### src/rtl/audio_pkg.sv
// Shared audio constants and the packed stereo sample type used by the I2S blocks.
// A packed {l, r} sample is bit-identical to an I2S frame word (left in the upper slot).
package audio_pkg;

  localparam int I2S_SLOT_BITS  = 16;
  localparam int I2S_FRAME_BITS = 32;

  typedef struct packed {
    logic signed [I2S_SLOT_BITS-1:0] l;
    logic signed [I2S_SLOT_BITS-1:0] r;
  } stereo_sample_t;

endpackage

### src/rtl/i2s_tx_clkgen.sv
// Bit-clock divider and 5-bit bit index for the I2S transmitter.
// Strobes are combinational and mark the clk edge on which bclk falls / a frame begins.
module i2s_tx_clkgen #(
  parameter int HALF = 8
) (
  input  logic       clk,
  input  logic       reset,
  output logic       bclk,
  output logic [4:0] bit_idx,
  output logic       fall_strobe,
  output logic       frame_start
);

  localparam int               DIV_W    = (HALF > 1) ? $clog2(HALF) : 1;
  localparam logic [DIV_W-1:0] DIV_LAST = DIV_W'(HALF - 1);

  logic [DIV_W-1:0] divider;
  logic             toggle;

  assign toggle      = (divider == DIV_LAST);
  assign fall_strobe = toggle & bclk;
  assign frame_start = fall_strobe & (bit_idx == 5'd31);

  // Index starts at 31 so the first falling bclk edge after reset is a frame start.
  always_ff @(posedge clk or posedge reset) begin
    if (reset) begin
      divider <= '0;
      bclk    <= 1'b0;
      bit_idx <= 5'd31;
    end else begin
      if (toggle) begin
        divider <= '0;
        bclk    <= ~bclk;
      end else begin
        divider <= divider + DIV_W'(1);
      end
      if (fall_strobe) begin
        bit_idx <= bit_idx + 5'd1;
      end
    end
  end

endmodule

### src/rtl/i2s_tx.sv
// Stereo I2S transmitter: one-entry holding register, frame shifter and valid/ready intake.
// Build option: define I2S_TX_UNDERRUN_MUTE_EN to send silence instead of repeating on underrun.
module i2s_tx
  import audio_pkg::*;
#(
  parameter int CLK_RATE   = 24576000,
  parameter int AUDIO_RATE = 48000
) (
  input  logic        clk,
  input  logic        reset,
  input  logic [15:0] sample_l,
  input  logic [15:0] sample_r,
  input  logic        sample_valid,
  output logic        sample_ready,
  output logic        i2s_bclk,
  output logic        i2s_lrclk,
  output logic        i2s_data,
  output logic        frame_strobe,
  output logic        underrun
);

  localparam int HALF = CLK_RATE / (AUDIO_RATE * 64);

  if (HALF < 1 || (CLK_RATE % (AUDIO_RATE * 64)) != 0) begin : g_bad_rate
    $error("i2s_tx: CLK_RATE must be a non-zero exact multiple of 64*AUDIO_RATE");
  end

  logic [4:0]                bit_idx;
  logic                      fall_strobe;
  logic                      frame_start;
  logic [4:0]                slot_sel;
  logic                      hold_full;
  logic                      accept;
  stereo_sample_t            hold;
  stereo_sample_t            offered;
  logic [I2S_FRAME_BITS-1:0] frame_reg;
  logic [I2S_FRAME_BITS-1:0] underrun_fill;

  i2s_tx_clkgen #(
    .HALF(HALF)
  ) u_clkgen (
    .clk        (clk),
    .reset      (reset),
    .bclk       (i2s_bclk),
    .bit_idx    (bit_idx),
    .fall_strobe(fall_strobe),
    .frame_start(frame_start)
  );

  assign i2s_lrclk    = bit_idx[4];
  assign sample_ready = ~hold_full;
  assign accept       = sample_valid & ~hold_full;
  assign offered      = {sample_l, sample_r};

  // Next index k = bit_idx+1 wants frame bit 31-(k-1) = ~bit_idx; at the wrap
  // (bit_idx = 31) that is bit 0 of the frame still in the register, the old R LSB.
  assign slot_sel = ~bit_idx;

`ifdef I2S_TX_UNDERRUN_MUTE_EN
  assign underrun_fill = '0;
`else
  assign underrun_fill = frame_reg;
`endif

  // Frame start drains the holding register, bypasses a pair offered into an
  // empty holder, or falls back to the underrun fill.
  always_ff @(posedge clk or posedge reset) begin
    if (reset) begin
      hold         <= '0;
      hold_full    <= 1'b0;
      frame_reg    <= '0;
      frame_strobe <= 1'b0;
      underrun     <= 1'b0;
    end else begin
      frame_strobe <= frame_start;
      underrun     <= frame_start & ~hold_full & ~sample_valid;
      if (frame_start) begin
        if (hold_full) begin
          frame_reg <= hold;
          hold_full <= 1'b0;
        end else if (sample_valid) begin
          frame_reg <= offered;
        end else begin
          frame_reg <= underrun_fill;
        end
      end else if (accept) begin
        hold      <= offered;
        hold_full <= 1'b1;
      end
    end
  end

  always_ff @(posedge clk or posedge reset) begin
    if (reset) begin
      i2s_data <= 1'b0;
    end else if (fall_strobe) begin
      i2s_data <= frame_reg[slot_sel];
    end
  end

endmodule

### config.mk
export PLATFORM = sky130hd
export DESIGN_NAME = i2s_tx
export DESIGN_NICKNAME = d
export VERILOG_FILES = /design/src/rtl/audio_pkg.sv /design/src/rtl/i2s_tx_clkgen.sv /design/src/rtl/i2s_tx.sv
export SDC_FILE = /design/constraint.sdc
export NUM_CORES = 1
export LEC_CHECK = 0
export ABC_AREA = 1
export CAP_MARGIN = 25
export CORE_MARGIN = 1.5
export CORE_UTILIZATION = 50
export DETAILED_ROUTE_END_ITERATION = 6
export PLACE_DENSITY = 0.72
export REMOVE_ABC_BUFFERS = 1
export SYNTH_ARGS = -nofsm -noshare
export SYNTH_HDL_FRONTEND = slang
export SYNTH_SLANG_ARGS = --single-unit
### constraint.sdc
create_clock -name clk -period 5.3 [get_ports clk]
set_input_delay 0.795 -clock clk [delete_from_list [all_inputs] [get_ports clk]]
set_output_delay 0.795 -clock clk [all_outputs]
set_load 0.02 [all_outputs]
==> results of run 1 <==
cell usage after synthesis (2+ instances only):
master | number | share of area, %
a21oi_1 | 5 | 0.69
a31oi_1 | 32 | 5.5
buf_2 | 6 | 0.82
buf_6 | 6 | 1.9
clkbuf_1 | 7 | 0.72
dfrtp_1 | 72 | 49
dfstp_2 | 5 | 3.6
ha_1 | 4 | 1.4
inv_1 | 9 | 0.93
inv_2 | 2 | 0.21
mux2_2 | 2 | 0.62
mux2_4 | 30 | 12
nand2_1 | 112 | 12
nand2_4 | 2 | 0.62
nand3_1 | 18 | 2.5
nor2_1 | 40 | 4.1
nor3_1 | 3 | 0.41
o21ai_0 | 3 | 0.41
xor2_1 | 3 | 0.72
worst paths after layout:
path	slack, ns	depth (start not counted)	endpoint
setup / recovery	2.56	2	sample_ready
max in group asynchronous	3.75	4	u_clkgen.bit_idx[4]
min in group asynchronous	0.63	2	frame_reg[10]
hold / removal	0.44	1	u_clkgen.divider[0]
hold reg to reg	0.44	1	u_clkgen.divider[0]
setup reg to reg	2.76	7	hold[28]
kinds of logic (layout without fill, tap and decap cells):
group	count (synthesis)	after routing	synth area share, %
AO/OA/AOI/OAI	40	40	6.59
flip-flops	77	77	53.0
AND/OR/NAND/NOR	178	178	20.4
XOR/XNOR	3	3	0.721
multiplexers	32	32	13.0
buffers and inverters	32	70	4.91
adder cells (fa/ha/maj)	4	4	1.37
metrics by stage:
stage	total power [mW]	cells	worst slack (ns)	area [µm²]
2_1_floorplan	0.733	346	2.55	3510
3_3_place_gp	0.777	484	2.80	4050
3_5_place_dp	0.781	484	2.76	4050
4_1_cts	1.32	499	2.54	4300
5_1_grt	1.36	500	2.47	4320
6_report	1.31	500	2.56	4320
worst max-delay path, stage by stage (launching register included):
cell and delay [ns]:
dfrtp_1 0.40, inv_2 0.47, clkdlybuf4s50_1 0.72
per-layer routing:
metal	up-vias	wire length [µm]	track usage (%)
met2	45	3180	32.9
met3	16	241	3.36
met5	-	0	0
met4	0	151	9.38
met1	1237	3340	26.1
li1	1280	-	-
cell type report:
cell class | instances | area share [%]
Inverter | 12 | 1.10
Tap cell | 96 | 2.78
Clock inverter | 4 | 2.20
Clock buffer | 11 | 3.51
Multi-Input combinational cell | 257 | 35.5
Timing Repair Buffer | 43 | 10.1
Sequential cell | 77 | 44.8
power groups by stage:
stage                     clock (mW)  combinational, mW  sequential [mW]
final                          0.544              0.119            0.652
after global routing           0.574              0.133            0.657
after CTS                      0.551              0.119            0.652
after detailed placement           0              0.119            0.662
after global placement             0              0.115            0.662
after floorplan                    0             0.0766            0.656
placed cells by master (no fill, tap or decap), drive strengths merged, types with 11 or more instances in the layout:
cell type,count
inv,12
a31oi,32
nor2,41
nand3,19
dfrtp,72
clkdlybuf4s50,40
mux2,32
nand2,114
clkbuf,11
==> results.py, run 1 <==
metrics = {
    "run_status": {
        "outcome": "finished clean",
    },
    "die": {
        "coreArea_mm2": 0.00691,
        "chipWidth_um": 88.4,
        "core.rowCount": 30,
        "pin_count": 41,
        "start_util_pct": 52.8,
        "die_y_um": 88.4,
        "dieArea_mm2": 0.00781,
    },
    "sta": {
        "skew_ns": 0.0112,
        "rsz0062_at_grt": "no",
        "min_period_ns": 2.74,
        "hold-worst-slack_ns": 0.444,
        "setup_viol": 0,
        "clock.fmax_mhz": 365,
        "tightest_slew_ns": 0.756,
        "hold_viol_final": 0,
        "finalMaxSlewViolations": 0,
        "setup-tns-final_ns": 0,
        "period_share_pct": 51.7,
        "timing.slew.headroom_pct": 49.6,
    },
    "pwr": {
        "swShare_pct": 20.9,
        "clock_power_share_pct": 41.4,
        "ir_drop_v": 0.000161,
        "p_leak_nw": 2.07,
        "seqPwrFrac_pct": 49.6,
        "comb_power_share_pct": 9.0,
        "p_sw_mw": 0.275,
        "powerDensity_mw_per_mm2": 305,
        "internal_power_mw": 1.04,
    },
    "finish": {
        "final_util_pct": 62.5,
        "fillers": 607,
        "multiInputGateArea_mm2": 0.00153,
        "seqCellArea_mm2": 0.00193,
        "area_growth_pct": 18.4,
        "drive_above_1_share_pct": 15.6,
        "diodes": 0,
        "nNetsFinal": 439,
    },
    "cts": {
        "clk_latency_ns": 0.35,
        "cts-htree-levels": 3,
        "cts_setup_buffers": 0,
        "ctsResizeCount": 0,
        "cts_made_buffers": 9,
        "clk_pin_slew_ns": 0.07,
        "clk_root_buffer_cell": "clkbuf_8",
        "clk_path_buf_depth": 2,
        "hold_buffers": 0,
        "cts_num_sinks": 77,
        "cts_tree": "built",
    },
    "placement": {
        "portBuffers": 40,
        "hpwl_um": 4380,
        "place.gp.congestion": 0.814,
    },
    "run": {
        "cap_viol_max_count": 0,
    },
    "grt": {
        "grt_max_degree": 65,
        "grt_use_total_pct": 20.0,
        "grt_pass1_vias": 2682,
        "antenna_found_initial": 0,
        "grt_overflow": 0,
        "grt_pass1_wl_um": 12000,
    },
    "routing": {
        "wire_per_inst_um": 13.8,
        "drc": 0,
        "firstDrtPassIters": 4,
        "via_per_inst": 5.16,
        "wirelength_um": 6910,
        "drt_iter0_markers": 94,
        "vias": 2578,
        "ant_nets": 0,
    },
    "setup_path": {
        "path_max_fanout": 34,
        "worstSetupEndpointType": "primary output",
        "start_kind": "flop",
        "worst_ep_required_time_ns": 4.51,
        "critPathArrivalTime_ns": 1.95,
        "startpoint": "hold_full",
        "timing.rr.start": "u_clkgen.bit_idx[0]",
        "worstSetupPathType": "flop to primary output",
    },
    "hold_path": {
        "hp-start": "u_clkgen.divider[0]",
        "hold_class": "flop to flop",
    },
    "synthesis": {
        "yosys.cell_types.count": 24,
        "ys.flop_type": "dfrtp_1",
        "avgSynthCellArea_um2": 9.96,
        "syn_area_mm2": 0.00364,
        "ys_warn_count": 0,
        "async_reset_ff_share_pct": 100,
        "synth_enable_flop_cells": 0,
        "syn_inst": 366,
        "ys_seq_elements": 77,
        "yosysSeqAreaShare_pct": 53.0,
    },
}
No activity file was read; power rests on OpenSTA's default activity.
==> run 2, diff against run 1 <==
--- a/config.mk
+++ b/config.mk
@@ -10,7 +10,7 @@
 export CORE_MARGIN = 1.5
 export CORE_UTILIZATION = 50
 export DETAILED_ROUTE_END_ITERATION = 6
-export PLACE_DENSITY = 0.72
+export PLACE_DENSITY = 0.75
 export REMOVE_ABC_BUFFERS = 1
 export SYNTH_ARGS = -nofsm -noshare
 export SYNTH_HDL_FRONTEND = slang
==> constraint.sdc (replaced) <==
create_clock -name clk -period 2.4 [get_ports clk]
set_input_delay 0.36 -clock clk [delete_from_list [all_inputs] [get_ports clk]]
set_output_delay 0.36 -clock clk [all_outputs]
set_load 0.02 [all_outputs]
==> results.py, run 2 (same netlist as run 1, synthesis figures left out) <==
metrics = {
    "run_status": {
        "outcome": "finished clean",
    },
    "pwr": {
        "clock_power_share_pct": 38.9,
        "internal_power_mw": 2.17,
        "p_sw_mw": 0.629,
        "p_leak_nw": 2.10,
        "comb_power_share_pct": 9.5,
        "powerDensity_mw_per_mm2": 639,
        "swShare_pct": 22.5,
        "seqPwrFrac_pct": 51.6,
        "ir_drop_v": 0.000659,
    },
    "sta": {
        "clock.fmax_mhz": 460,
        "period_share_pct": 90.6,
        "setup_viol": 0,
        "skew_ns": 0.0102,
        "tightest_slew_ns": 0.447,
        "setup-tns-final_ns": 0,
        "rsz0062_at_grt": "no",
        "finalMaxSlewViolations": 0,
        "min_period_ns": 2.17,
        "timing.slew.headroom_pct": 70.1,
        "hold_viol_final": 0,
        "hold-worst-slack_ns": 0.337,
    },
    "placement": {
        "dp.cells": 491,
        "portBuffers": 40,
        "hpwl_um": 4870,
        "post_dp_cell_area_mm2": 0.00415,
        "place.gp.congestion": 0.933,
    },
    "cts": {
        "clk_path_buf_depth": 2,
        "cts_made_buffers": 9,
        "cts_tree": "built",
        "cts_num_sinks": 77,
        "ctsResizeCount": 0,
        "clk_root_buffer_cell": "clkbuf_8",
        "cts-htree-levels": 3,
        "cts_setup_buffers": 0,
        "hold_buffers": 0,
        "clk_latency_ns": 0.35,
        "clk_pin_slew_ns": 0.08,
    },
    "finish": {
        "diodes": 0,
        "finish.instance_area_mm2": 0.00438,
        "drive_above_1_share_pct": 17.0,
        "fin_cells": 507,
        "area_growth_pct": 20.0,
        "layout_common_cells": "112 x nand2_1, 72 x dfrtp_1, 40 x nor2_1, 40 x clkdlybuf4s50_1, 32 x a31oi_1",
        "nNetsFinal": 445,
        "final_common_cell": "nand2_1",
    },
    "setup_path": {
        "start_kind": "flop",
        "path_max_fanout": 13,
        "worst_ep_required_time_ns": 2.64,
        "rrSetupSlack_ns": 0.23,
        "worstSetupPathType": "flop to flop",
        "worstSetupEndpointType": "flop",
        "critPathArrivalTime_ns": 2.41,
        "rr_worst_depth": 8,
        "timing.rr.end": "hold[27]",
        "timing.rr.start": "u_clkgen.bit_idx[1]",
    },
    "grt": {
        "grt_overflow": 0,
        "grt_pass1_vias": 2622,
        "grt_pass1_wl_um": 12400,
        "antenna_found_initial": 0,
        "grt_max_degree": 65,
        "grt_use_total_pct": 20.9,
    },
    "die": {
        "start_util_pct": 52.8,
        "core.rowCount": 30,
        "dieArea_mm2": 0.00781,
        "chipWidth_um": 88.4,
        "die_y_um": 88.4,
        "pin_count": 41,
        "coreArea_mm2": 0.00691,
    },
    "routing": {
        "ant_nets": 0,
        "vias": 2618,
        "via_per_inst": 5.16,
        "wire_per_inst_um": 13.9,
        "firstDrtPassIters": 5,
        "drc": 0,
        "wirelength_um": 7050,
        "drt_iter0_markers": 144,
    },
    "run": {
        "cap_viol_max_count": 0,
    },
    "hold_path": {
        "hold_class": "input pin to async pin",
    },
}
[run 2: changes by cell type in the layout (fill, tap and decap cells not counted)]
cell / previous run / this run
buf_12: 1 / 4
clkinv_2: 1 / 2
clkinvlp_4: 0 / 1
clkbuf_8: 11 / 10
bufinv_16: 3 / 2
clkinv_4: 0 / 1
buf_4: 2 / 5
[run 2: stage by stage]
| step | setup WS (ns) | utilization (%) | power [mW] |
|---|---|---|---|
| 6_report | 0.226 | 63.4 | 2.80 |
| 5_1_grt | 0.127 | 63.4 | 2.92 |
| 4_1_cts | 0.222 | 63.4 | 2.82 |
| 3_5_place_dp | 0.223 | 60.1 | 1.73 |
| 3_3_place_gp | 0.278 | 60.1 | 1.72 |
| 2_1_floorplan | 0.0816 | - | 1.62 |
[run 2: how the worst max path moves through the flow]
stage	startpoint	to	slack (ns)	cells past startpoint
global placement	u_clkgen.bit_idx[1]	hold[27]	0.28	8
finish	u_clkgen.bit_idx[1]	hold[27]	0.23	8
CTS	u_clkgen.bit_idx[1]	hold[27]	0.22	8
global route	u_clkgen.bit_idx[1]	hold[27]	0.13	8
detailed placement	u_clkgen.bit_idx[1]	hold[27]	0.22	8
floorplan	reset	frame_reg[0]	0.08	1
[run 2: critical path, cell delays in order, from the launching register on]
cell     delay [ns]
dfstp_2        0.63
ha_1           0.17
inv_1          0.05
nor3_1         0.14
ha_1           0.22
nand2_4        0.10
nand3_4        0.20
buf_12         0.20
mux2_2         0.34
[run 2: area by class of cell]
cell class / instances / area (µm²)
Clock buffer: 10 / 138
Clock inverter: 6 / 86.3
Fill cell: 605 / 2530
Timing Repair Buffer: 49 / 518
Sequential cell: 77 / 1930
Multi-Input combinational cell: 257 / 1530
Inverter: 12 / 47.5
Tap cell: 96 / 120
[run 2: power by group through the flow]
stage / clock [mW] / combinational [mW] / sequential, mW
after floorplan: 0 / 0.169 / 1.45
after global placement: 0 / 0.261 / 1.46
after detailed placement: 0 / 0.271 / 1.46
after CTS: 1.11 / 0.271 / 1.44
after global routing: 1.17 / 0.297 / 1.45
final: 1.09 / 0.267 / 1.44
[run 2: per-layer routing]
metal,wire [µm],vias to the layer above,share of wire [%],GRT usage (%)
li1,-,1294,-,-
met1,3340,1263,47,28.0
met2,3350,54,48,32.7
met3,302,7,4.3,6.25
met4,53,0,0.75,6.96
met5,0,-,0,0
